## src/rtl/router_1xn.sv

```systemverilog
// Store-and-forward 1xN packet router: buffers a framed packet, verifies its XOR
// checksum and forwards header+payload to the port named by the header.
module router_1xn #(
  parameter int unsigned WIDTH     = 8,
  parameter int unsigned NUM_PORTS = 4,
  parameter int unsigned DEPTH     = 16
) (
  input  logic                       clk,
  input  logic                       reset,
  input  logic [WIDTH-1:0]           dut_inp,
  input  logic                       inp_valid,
  output logic [NUM_PORTS*WIDTH-1:0] dut_outp,
  output logic [NUM_PORTS-1:0]       outp_valid,
  output logic                       busy,
  output logic                       error,
  input  logic                       wr,
  input  logic                       rd,
  input  logic [2:0]                 addr,
  input  logic [15:0]                wdata,
  output logic [15:0]                rdata
);

  localparam int unsigned DW = $clog2(NUM_PORTS);
  localparam int unsigned AW = $clog2(DEPTH);
  localparam int unsigned CW = $clog2(DEPTH + 2) + 1;

  localparam logic [CW-1:0] C_MIN   = CW'(3);
  localparam logic [CW-1:0] C_DEPTH = CW'(DEPTH);
  localparam logic [CW-1:0] C_MAXOK = CW'(DEPTH + 1);
  localparam logic [CW-1:0] C_SAT   = CW'(DEPTH + 2);

  localparam logic [2:0] R_NONE  = 3'd0;
  localparam logic [2:0] R_SHORT = 3'd1;
  localparam logic [2:0] R_OVF   = 3'd2;
  localparam logic [2:0] R_CKS   = 3'd3;
  localparam logic [2:0] R_DEST  = 3'd4;
  localparam logic [2:0] R_DIS   = 3'd5;
  localparam logic [2:0] R_BUSY  = 3'd6;

  typedef enum logic [2:0] {S_IDLE, S_RECV, S_CHECK, S_SEND, S_DROP} state_t;

  state_t                     state_q, state_n;
  logic [CW-1:0]              cnt_q, cnt_n;
  logic [CW-1:0]              rptr_q, rptr_n;
  logic [WIDTH-1:0]           xor_q, xor_n;
  logic [DW-1:0]              dest_q, dest_n;
  logic                       drop_q, drop_n;
  logic [2:0]                 reason_q, reason_n;
  logic [NUM_PORTS*WIDTH-1:0] outp_q, outp_n;
  logic [NUM_PORTS-1:0]       valid_q, valid_n;
  logic                       busy_q, busy_n;
  logic                       error_q, error_n;
  logic [15:0]                rdata_q, rdata_n;
  logic [NUM_PORTS-1:0]       port_en_q, port_en_n;
  logic [15:0]                rx_q, rx_n, tx_q, tx_n, drp_q, drp_n;

  logic [WIDTH-1:0] mem [DEPTH];
  logic             we;
  logic [AW-1:0]    waddr;
  logic             send_en;
  logic [WIDTH-1:0] send_word;
  logic             rx_inc, tx_inc, drp_inc;
  logic [2:0]       chk_reason;
  logic [DW-1:0]    hdr_dest;
  logic [15:0]      reg_mux;
  logic             unused_wdata;

  assign unused_wdata = ^wdata;

  // Packet buffer; data only, so no reset.
  always_ff @(posedge clk) begin
    if (we) mem[waddr] <= dut_inp;
  end

  // Drop reason for the packet just received, in priority order.
  always_comb begin
    hdr_dest = mem[0][DW-1:0];
    if (cnt_q < C_MIN)                   chk_reason = R_SHORT;
    else if (cnt_q > C_MAXOK)            chk_reason = R_OVF;
    else if (xor_q != '0)                chk_reason = R_CKS;
    else if (32'(hdr_dest) >= NUM_PORTS) chk_reason = R_DEST;
    else if (!port_en_q[hdr_dest])       chk_reason = R_DIS;
    else                                 chk_reason = R_NONE;
  end

  always_comb begin
    case (addr)
      3'd0:    reg_mux = 16'(port_en_q);
      3'd1:    reg_mux = rx_q;
      3'd2:    reg_mux = tx_q;
      3'd3:    reg_mux = drp_q;
      3'd4:    reg_mux = {12'd0, busy_q, reason_q};
      default: reg_mux = 16'd0;
    endcase
  end

  // Next-state and next-output logic.
  always_comb begin
    state_n   = state_q;
    cnt_n     = cnt_q;
    rptr_n    = rptr_q;
    xor_n     = xor_q;
    dest_n    = dest_q;
    drop_n    = drop_q;
    reason_n  = reason_q;
    outp_n    = '0;
    valid_n   = '0;
    error_n   = 1'b0;
    we        = 1'b0;
    waddr     = '0;
    send_en   = 1'b0;
    send_word = '0;
    rx_inc    = 1'b0;
    tx_inc    = 1'b0;
    drp_inc   = 1'b0;

    case (state_q)
      S_IDLE: begin
        cnt_n  = '0;
        rptr_n = '0;
        if (inp_valid) begin
          we      = 1'b1;
          cnt_n   = CW'(1);
          xor_n   = dut_inp;
          state_n = S_RECV;
        end
      end
      S_RECV: begin
        if (inp_valid) begin
          if (cnt_q < C_DEPTH) begin
            we    = 1'b1;
            waddr = cnt_q[AW-1:0];
          end
          if (cnt_q < C_SAT) cnt_n = cnt_q + CW'(1);
          xor_n = xor_q ^ dut_inp;
        end else begin
          state_n = S_CHECK;
          rx_inc  = 1'b1;
          dest_n  = hdr_dest;
          drop_n  = (chk_reason != R_NONE);
          if (chk_reason != R_NONE) begin
            error_n  = 1'b1;
            drp_inc  = 1'b1;
            reason_n = chk_reason;
          end
        end
      end
      S_CHECK: begin
        if (drop_q) begin
          state_n = S_DROP;
        end else begin
          state_n   = S_SEND;
          send_en   = 1'b1;
          send_word = mem[0];
          rptr_n    = CW'(1);
        end
      end
      S_SEND: begin
        // Stored checksum word sits at cnt-1 and is never forwarded.
        if (rptr_q < cnt_q - CW'(1)) begin
          send_en   = 1'b1;
          send_word = mem[rptr_q[AW-1:0]];
          rptr_n    = rptr_q + CW'(1);
        end else begin
          state_n = S_IDLE;
          tx_inc  = 1'b1;
          cnt_n   = '0;
          rptr_n  = '0;
        end
      end
      S_DROP: begin
        state_n = S_IDLE;
        cnt_n   = '0;
        rptr_n  = '0;
      end
      default: state_n = S_IDLE;
    endcase

    if (inp_valid && (state_q inside {S_CHECK, S_SEND, S_DROP})) begin
      error_n  = 1'b1;
      drp_inc  = 1'b1;
      reason_n = R_BUSY;
    end

    if (send_en) begin
      for (int p = 0; p < NUM_PORTS; p++) begin
        if (dest_q == DW'(p)) begin
          outp_n[p*WIDTH +: WIDTH] = send_word;
          valid_n[p]               = 1'b1;
        end
      end
    end

    busy_n = (state_n inside {S_CHECK, S_SEND, S_DROP});

    // Register file: a clear on write beats a same-cycle increment.
    port_en_n = (wr && addr == 3'd0) ? wdata[NUM_PORTS-1:0] : port_en_q;
    rx_n  = (wr && addr == 3'd1) ? 16'd0 : ((rx_inc  && rx_q  != 16'hFFFF) ? rx_q  + 16'd1 : rx_q);
    tx_n  = (wr && addr == 3'd2) ? 16'd0 : ((tx_inc  && tx_q  != 16'hFFFF) ? tx_q  + 16'd1 : tx_q);
    drp_n = (wr && addr == 3'd3) ? 16'd0 : ((drp_inc && drp_q != 16'hFFFF) ? drp_q + 16'd1 : drp_q);
    rdata_n = rd ? reg_mux : rdata_q;
  end

  always_ff @(posedge clk) begin
    if (reset) begin
      state_q   <= S_IDLE;
      cnt_q     <= '0;
      rptr_q    <= '0;
      xor_q     <= '0;
      dest_q    <= '0;
      drop_q    <= 1'b0;
      reason_q  <= R_NONE;
      outp_q    <= '0;
      valid_q   <= '0;
      busy_q    <= 1'b0;
      error_q   <= 1'b0;
      rdata_q   <= '0;
      port_en_q <= '1;
      rx_q      <= '0;
      tx_q      <= '0;
      drp_q     <= '0;
    end else begin
      state_q   <= state_n;
      cnt_q     <= cnt_n;
      rptr_q    <= rptr_n;
      xor_q     <= xor_n;
      dest_q    <= dest_n;
      drop_q    <= drop_n;
      reason_q  <= reason_n;
      outp_q    <= outp_n;
      valid_q   <= valid_n;
      busy_q    <= busy_n;
      error_q   <= error_n;
      rdata_q   <= rdata_n;
      port_en_q <= port_en_n;
      rx_q      <= rx_n;
      tx_q      <= tx_n;
      drp_q     <= drp_n;
    end
  end

  assign dut_outp   = outp_q;
  assign outp_valid = valid_q;
  assign busy       = busy_q;
  assign error      = error_q;
  assign rdata      = rdata_q;

endmodule

```

## config.mk

```make
export PLATFORM = sky130hd
export DESIGN_NAME = router_1xn
export DESIGN_NICKNAME = d
export VERILOG_FILES = /design/src/rtl/router_1xn.sv
export SDC_FILE = /design/constraint.sdc
export NUM_CORES = 1
export LEC_CHECK = 0
export ABC_AREA = 1
export ABC_CLOCK_PERIOD_IN_PS = 2800
export BUFFER_PORTS_ARGS = -buffer_cell sky130_fd_sc_hd__buf_2
export CAP_MARGIN = 20
export CORE_AREA = 2 2 144 146
export DETAILED_ROUTE_END_ITERATION = 6
export DIE_AREA = 0 0 146 148
export PLACE_DENSITY = 0.78
export REMOVE_ABC_BUFFERS = 1
export SLEW_MARGIN = 20
export SYNTH_ARGS = -nofsm -noshare
export SYNTH_HDL_FRONTEND = slang
export SYNTH_SLANG_ARGS = --single-unit
```

## constraint.sdc

```tcl
create_clock -name clk -period 2.8 [get_ports clk]
set_input_delay 0.28 -clock clk [delete_from_list [all_inputs] [get_ports clk]]
set_output_delay 0.28 -clock clk [all_outputs]
set_load 0.005 [all_outputs]
```

After elaboration in Yosys (flattened, before gate mapping)
Memories as Yosys holds them, arrays and structs flattened. A register that Yosys moved wholly into a read port is not among the register bits.
Index checks and enable logic that the tools add are counted.

cells by class
  multiplexer cells = 56
  equality and inequality tests = 23
  bitwise logic cells = 7
  reductions and logical operators = 36
  add/sub/neg operators = 6
  magnitude comparators = 6

operators by type and width
  operator                                                               count
  16-bit case mux with 5 select lines                                    1
  16-bit by 1-bit adder with 16-bit output, second input constant        3
  16-bit != test, second input constant                                  3
  3-bit two-way mux                                                      12
  8-bit two-way mux                                                      4
  8-bit case mux with 2 select lines                                     2
  6-bit two-way mux                                                      5
  6-bit case mux with 4 select lines                                     1
  1-bit two-way mux                                                      21
  4-bit two-way mux                                                      5
  3-bit by 2-bit equality test with 1-bit output, second input constant  6
  6-bit case mux with 3 select lines                                     1
  6-bit by 1-bit adder with 6-bit output, second input constant          2
  6-bit by 5-bit < comparator with 1-bit output, second input constant   2
  3-bit case mux with 4 select lines                                     1
  3-bit nonzero test                                                     4
  2-bit OR reduction                                                     6
  3-bit OR reduction                                                     4
  2-bit != test, second input constant                                   5
  3-bit equality test, second input constant                             3
  3-bit AND reduction                                                    3
  1-bit logical AND                                                      8
  8-bit nonzero test                                                     1
  8-bit XOR                                                              1
  other kinds (18)                                                       30

storage, ports and cells
  output and inout bits = 54
  bits in writable memories = 128
  bits in registers = 135
  memories = 1
  bits of input ports = 32

memories
  memory  depth  bits a word  read ports  clocked after memory_dff  write ports  RTL line  RTL
  mem     16     8            2           1                         1            57        logic [WIDTH-1:0] mem [DEPTH];

Logic depth before layout (Yosys ltp)
An unclocked memory read counts as a cell.

  depth in word-level cells = 13
  gate-level depth with buffers = 17
  depth with buffers taken out = 15

Worst setup path before layout
Ideal clock, no wire load.

  path type = flip-flop to flip-flop
  start point = register cnt_q[3]
  end point = register outp_q[11] (netlist: dut_outp[11])
  slack = 0.507 ns
  clock period less this slack = 2.293 ns
  stages on the path, launching flop included = 15
  arrival time = 2.162 ns
  setup time = 0.132 ns
  required time = 2.668 ns
  buffers on the path = 1
  cell sequence = dfxtp_1 -> buf_6 -> nor2_8 -> inv_1 -> nor2_1 -> nand2_1 -> xor2_1 -> ha_1 -> nand2_1 -> nor2_1 -> o21ai_0 -> nand3_1 -> clkinv_1 -> o211ai_1 -> a21oi_1

on the way
  word-level cells in the longest chain between the ends = 6

ends and longest elaborated chain
  item                                             RTL line  RTL
  start, declared                                  43        logic [CW-1:0] cnt_q, cnt_n;
  start signal, assigned                           224       cnt_q <= cnt_n;
  6-bit by 1-bit subtractor with 6-bit output (*)  160       if (rptr_q < cnt_q - CW'(1)) begin
  6-bit < comparator (*)                           160
  1-bit two-way mux                                160
  1-bit case mux with 2 select lines               117       case (state_q)
  1-bit NOT (no line)                              n/a
  3-bit OR reduction (no line)                     n/a
  end signal, assigned                             230       outp_q <= outp_n;
  end, declared                                    49        logic [NUM_PORTS*WIDTH-1:0] outp_q, outp_n;

Every way passes the cells marked *; elsewhere a longest branch is shown, timed or not.
A chain may end at the register's enable or synchronous reset.

Worst setup path in the final report
  start point = register cnt_q[3]
  end point = register rptr_q[5]

on the way
  word-level cells in the longest chain between the ends = 4

ends and longest elaborated chain
  item                                         RTL line  RTL
  6-bit by 1-bit subtractor with 6-bit output  160
  6-bit < comparator                           160
  6-bit two-way mux                            160
  6-bit case mux with 3 select lines           117
  end signal, assigned                         225       rptr_q <= rptr_n;
  end, declared                                44        logic [CW-1:0] rptr_q, rptr_n;

No other way between the ends.

==> flow_summary.toml <==
[outcome]
run_status = "complete, no violations"

[floorplanning]
dieArea_um2 = 21600
fp-row-count = 52
effective_utilization_at_floorplan_pct = 58.9
fp.dieH_um = 148
floorplan.core_area_um2 = 20000
die_width_um = 146
io-pin-count = 86

[yosys]
post-synth-top-count-cell = "sky130_fd_sc_hd__nand2_1"
post_synth_and_or_nand_nor_area_fraction_pct = 24.8
synth_edf_count = 128
netlist_area_um2 = 11800
post_synth_inst_count = 1332
synth.yosys.seq_area_share_pct = 56.2
yosys_register_bits = 267
synth_flop_cell = "sky130_fd_sc_hd__dfxtp_1"
ys_warn_count = 0
synth_compound_area_share_pct = 9.25
yosys-top-cells-count = "sky130_fd_sc_hd__nand2_1 (335), sky130_fd_sc_hd__nand3_1 (164), sky130_fd_sc_hd__dfxtp_1 (139)"
synth_xor_xnor_area_share_pct = 3.04
yosys.area.top_type = "sky130_fd_sc_hd__edfxtp_1"
muxShareOfSynthArea_pct = 0
async_reset_ff_share_pct = 0
synth_top_cells_by_area = "sky130_fd_sc_hd__edfxtp_1 (33%), sky130_fd_sc_hd__dfxtp_1 (24%), sky130_fd_sc_hd__nand2_1 (11%)"
synth.lib_cells_used.distinct = 45
combinational_family_with_the_most_area_after_synthesis = "simple AND/OR/NAND/NOR gates"
post_synth_fa_ha_maj_area_fraction_pct = 1.27
synthesis.area_per_instance_um2 = 8.85
synth_top_area_share_pct = 32.6

[route]
dr_total_vias = 9875
detail_route.first_pass.iterations = 6
drtAntennaViolNets = 0
drc_errors = 0
drtIter0Drc = 1218
route.detailed.vias_per_inst = 5.75
routed_wire_length_per_instance_um = 17.2
total_routed_length_um = 29500

[pwr]
clock_group_share_of_total_power_pct = 42.7
total_power_uw = 8470
cellPowerDensity_nw_per_um2 = 626
ir_drop_mv = 0.443
seq_power_share_pct = 49.5
power.static_leakage_uw = 0.00511
p_sw_uw = 1960
cellInternalPower_uw = 6510
power.share.combinational_pct = 7.8
sw_frac_of_total_pct = 23.1

[layout]
fin_cells = 1718
final_area_um2 = 13500
fillers = 1578
finish.net_count = 1474
final_layout_size_suffix_gt1_share_pct = 13.1
area_growth_from_synthesis_to_layout_pct = 14.7
post-route-util_pct = 67.5
antenna_cells = 0

[setup_path]
worstPathRequired_ps = 3200
setup.worst_path.class = "flip-flop to flip-flop"
worst-r2r-cell-count = 15
max_stage_delay_ps = 360
worst-path-max-fanout = 7
crit_chain = "nor2_8, inv_1, nor2_2, nand2_1, xor2_1, ha_1, nand2_1, nor2_1, o21ai_0, nand3_2, buf_4, clkinvlp_2, buf_4, nand3_1, a21oi_1"
timing.critical_path.to_type = "flip-flop"
worstPathArrival_ps = 2980
critical_path_buf_inv_count = 4
critical-path-slowest-cell = "sky130_fd_sc_hd__dfxtp_1"
critical-path-top-delay-family = "simple AND/OR/NAND/NOR gates"
crit_cells = 15
timing.critical_path.from_type = "flip-flop"

[cts]
clk_path_buf_depth = 3
worst_setup_hold_path_clk_slew_ps = 60
clock_insertion_delay_at_the_later_pin_of_the_skew_report_ps = 530
number_of_cts_inserted_buffers = 27
tritoncts_clock_tree = "built"
clockRootBuffer = "sky130_fd_sc_hd__clkbuf_16"
clock_tree.htree_level_count = 1
cts_sinks = 267

[sta]
setup-violations-final = 0
hold_viol = 0
fin_crit_sh_pct = 92.3
transition_at_the_pin_with_the_smallest_max_transition_slack_ps = 718
skew_ps = 11.7
timing.max_slew.rel_slack_pct = 51.7
fmax_ghz = 0.387
setup_repair_after_global_routing_missed_its_margin = "false"
setup_total_negative_slack_ps = 0
timing.final.crit_period_ps = 2580
maxSlewViolCount = 0

[grt]
gr-usage-all-layers_pct = 27.4
number_of_antenna_violations_at_the_first_check_in_global_routing = 1
grt_start_max_net_pins = 65
wire_length_of_the_first_global_routing_pass_um = 47500
via_count_of_the_first_global_routing_pass = 9218
grt-ovfl-total = 0

[hold_path]
hold_path_class = "primary input to flip-flop"
cells_on_worst_hold_path = 4

[place]
gp_congestion = 0.929
dpl_cell_area_um2 = 12600
place.detailed.instances = 1664
numPortBuffers = 73
hpwlAfterDp_um = 20000

[flow_run]
max_cap_violations = 0
timing repair:
action	CTS	global route
gates resized for setup	0	6
hold endpoints to repair	4	0
setup endpoints to repair	0	49
hold buffers	4	0
setup buffers	0	2
registers in the layout, summed over array words and instances, names as in the netlist, named ones only:
| name | flops |
|---|---|
| busy | 1 |
| cnt_q | 6 |
| dest_q | 2 |
| drop_q | 1 |
| drp_q | 16 |
| dut_outp | 32 |
| error | 1 |
| mem | 128 |
| outp_valid | 4 |
| port_en_q | 4 |
| rdata | 16 |
| reason_q | 3 |
| rptr_q | 6 |
| rx_q | 16 |
| state_q | 3 |
| tx_q | 16 |
| xor_q | 8 |
cell type report:
| class | instances | area, um2 | area share (%) |
|---|---|---|---|
| Inverter | 113 | 430 | 3.18 |
| Clock inverter | 15 | 176 | 1.30 |
| Timing Repair inverter | 1 | 5.00 | 0.0370 |
| Timing Repair Buffer | 117 | 706 | 5.21 |
| Sequential cell | 267 | 6630 | 49.0 |
| Tap cell | 270 | 338 | 2.50 |
| Clock buffer | 32 | 714 | 5.28 |
| Multi-Input combinational cell | 903 | 4530 | 33.5 |
power groups by stage:
stage / combinational, uW / sequential (uW) / clock, uW
2_1_floorplan: 383 / 4290 / 0
3_3_place_gp: 621 / 4270 / 0
3_5_place_dp: 641 / 4280 / 0
4_1_cts: 655 / 4190 / 3650
5_1_grt: 737 / 4200 / 3800
6_report: 664 / 4190 / 3610
metrics by stage:
step	worst slack, ps	hold WS [ps]
after detailed placement	90.7	454
after global routing	17.7	144
after floorplan	-42.0	349
after global placement	207	450
after CTS	65.6	104
final	217	122
routing by layer:
metal	vias up	track usage, %	wire, um
met5	-	0	13
met3	69	3.61	2760
met1	4601	39.5	12400
met4	2	9.76	918
met2	494	43.0	13400
li1	4709	-	-
final timing paths:
path	startpoint	endpoint	slack, ps
worst max-delay path	cnt_q[3]	rptr_q[5]	220
worst min-delay path	wr	tx_q[2]	120
worst max register to register	cnt_q[3]	rptr_q[5]	220
worst min register to register	rdata[6]	rdata[6]	460
cells in the final DEF (no fill, tap or decap), types with 5 or more instances in the layout:
master	n
sky130_fd_sc_hd__nand3_1	163
sky130_fd_sc_hd__nor3_1	35
sky130_fd_sc_hd__nand2_2	6
sky130_fd_sc_hd__xor2_1	36
sky130_fd_sc_hd__inv_1	104
sky130_fd_sc_hd__dfxtp_1	138
sky130_fd_sc_hd__clkbuf_16	27
sky130_fd_sc_hd__edfxtp_1	128
sky130_fd_sc_hd__o21ai_0	37
sky130_fd_sc_hd__nand2_1	335
sky130_fd_sc_hd__nand4_1	11
sky130_fd_sc_hd__o221ai_1	6
sky130_fd_sc_hd__a21oi_1	124
sky130_fd_sc_hd__xnor2_1	5
sky130_fd_sc_hd__inv_2	7
sky130_fd_sc_hd__nor2_1	71
sky130_fd_sc_hd__nor3b_1	8
sky130_fd_sc_hd__o21ai_1	5
sky130_fd_sc_hd__o22ai_1	7
sky130_fd_sc_hd__nor2_2	5
sky130_fd_sc_hd__buf_4	40
sky130_fd_sc_hd__buf_2	73
sky130_fd_sc_hd__ha_1	12
sky130_fd_sc_hd__clkinv_1	5
worst register-to-register path, cell delays in order (launching register included):
cell                         delay (ps)
sky130_fd_sc_hd__dfxtp_1            360
sky130_fd_sc_hd__nor2_8             170
sky130_fd_sc_hd__inv_1              100
sky130_fd_sc_hd__nor2_2             170
sky130_fd_sc_hd__nand2_1             80
sky130_fd_sc_hd__xor2_1             160
sky130_fd_sc_hd__ha_1               300
sky130_fd_sc_hd__nand2_1             70
sky130_fd_sc_hd__nor2_1              90
sky130_fd_sc_hd__o21ai_0            130
sky130_fd_sc_hd__nand3_2             90
sky130_fd_sc_hd__buf_4              160
sky130_fd_sc_hd__clkinvlp_2         230
sky130_fd_sc_hd__buf_4              210
sky130_fd_sc_hd__nand3_1             70
sky130_fd_sc_hd__a21oi_1             60
cells by family (layout without fill, tap and decap cells):
group                      Yosys count  in the layout
buffers and inverters              162            278
adders and majority gates           12             12
and+or+nand+nor                    651            651
AOI/OAI and AO/OA                  199            199
xor gates and xnor gates            41             41
DFF                                267            267
No activity file was read; power rests on OpenSTA's default activity.
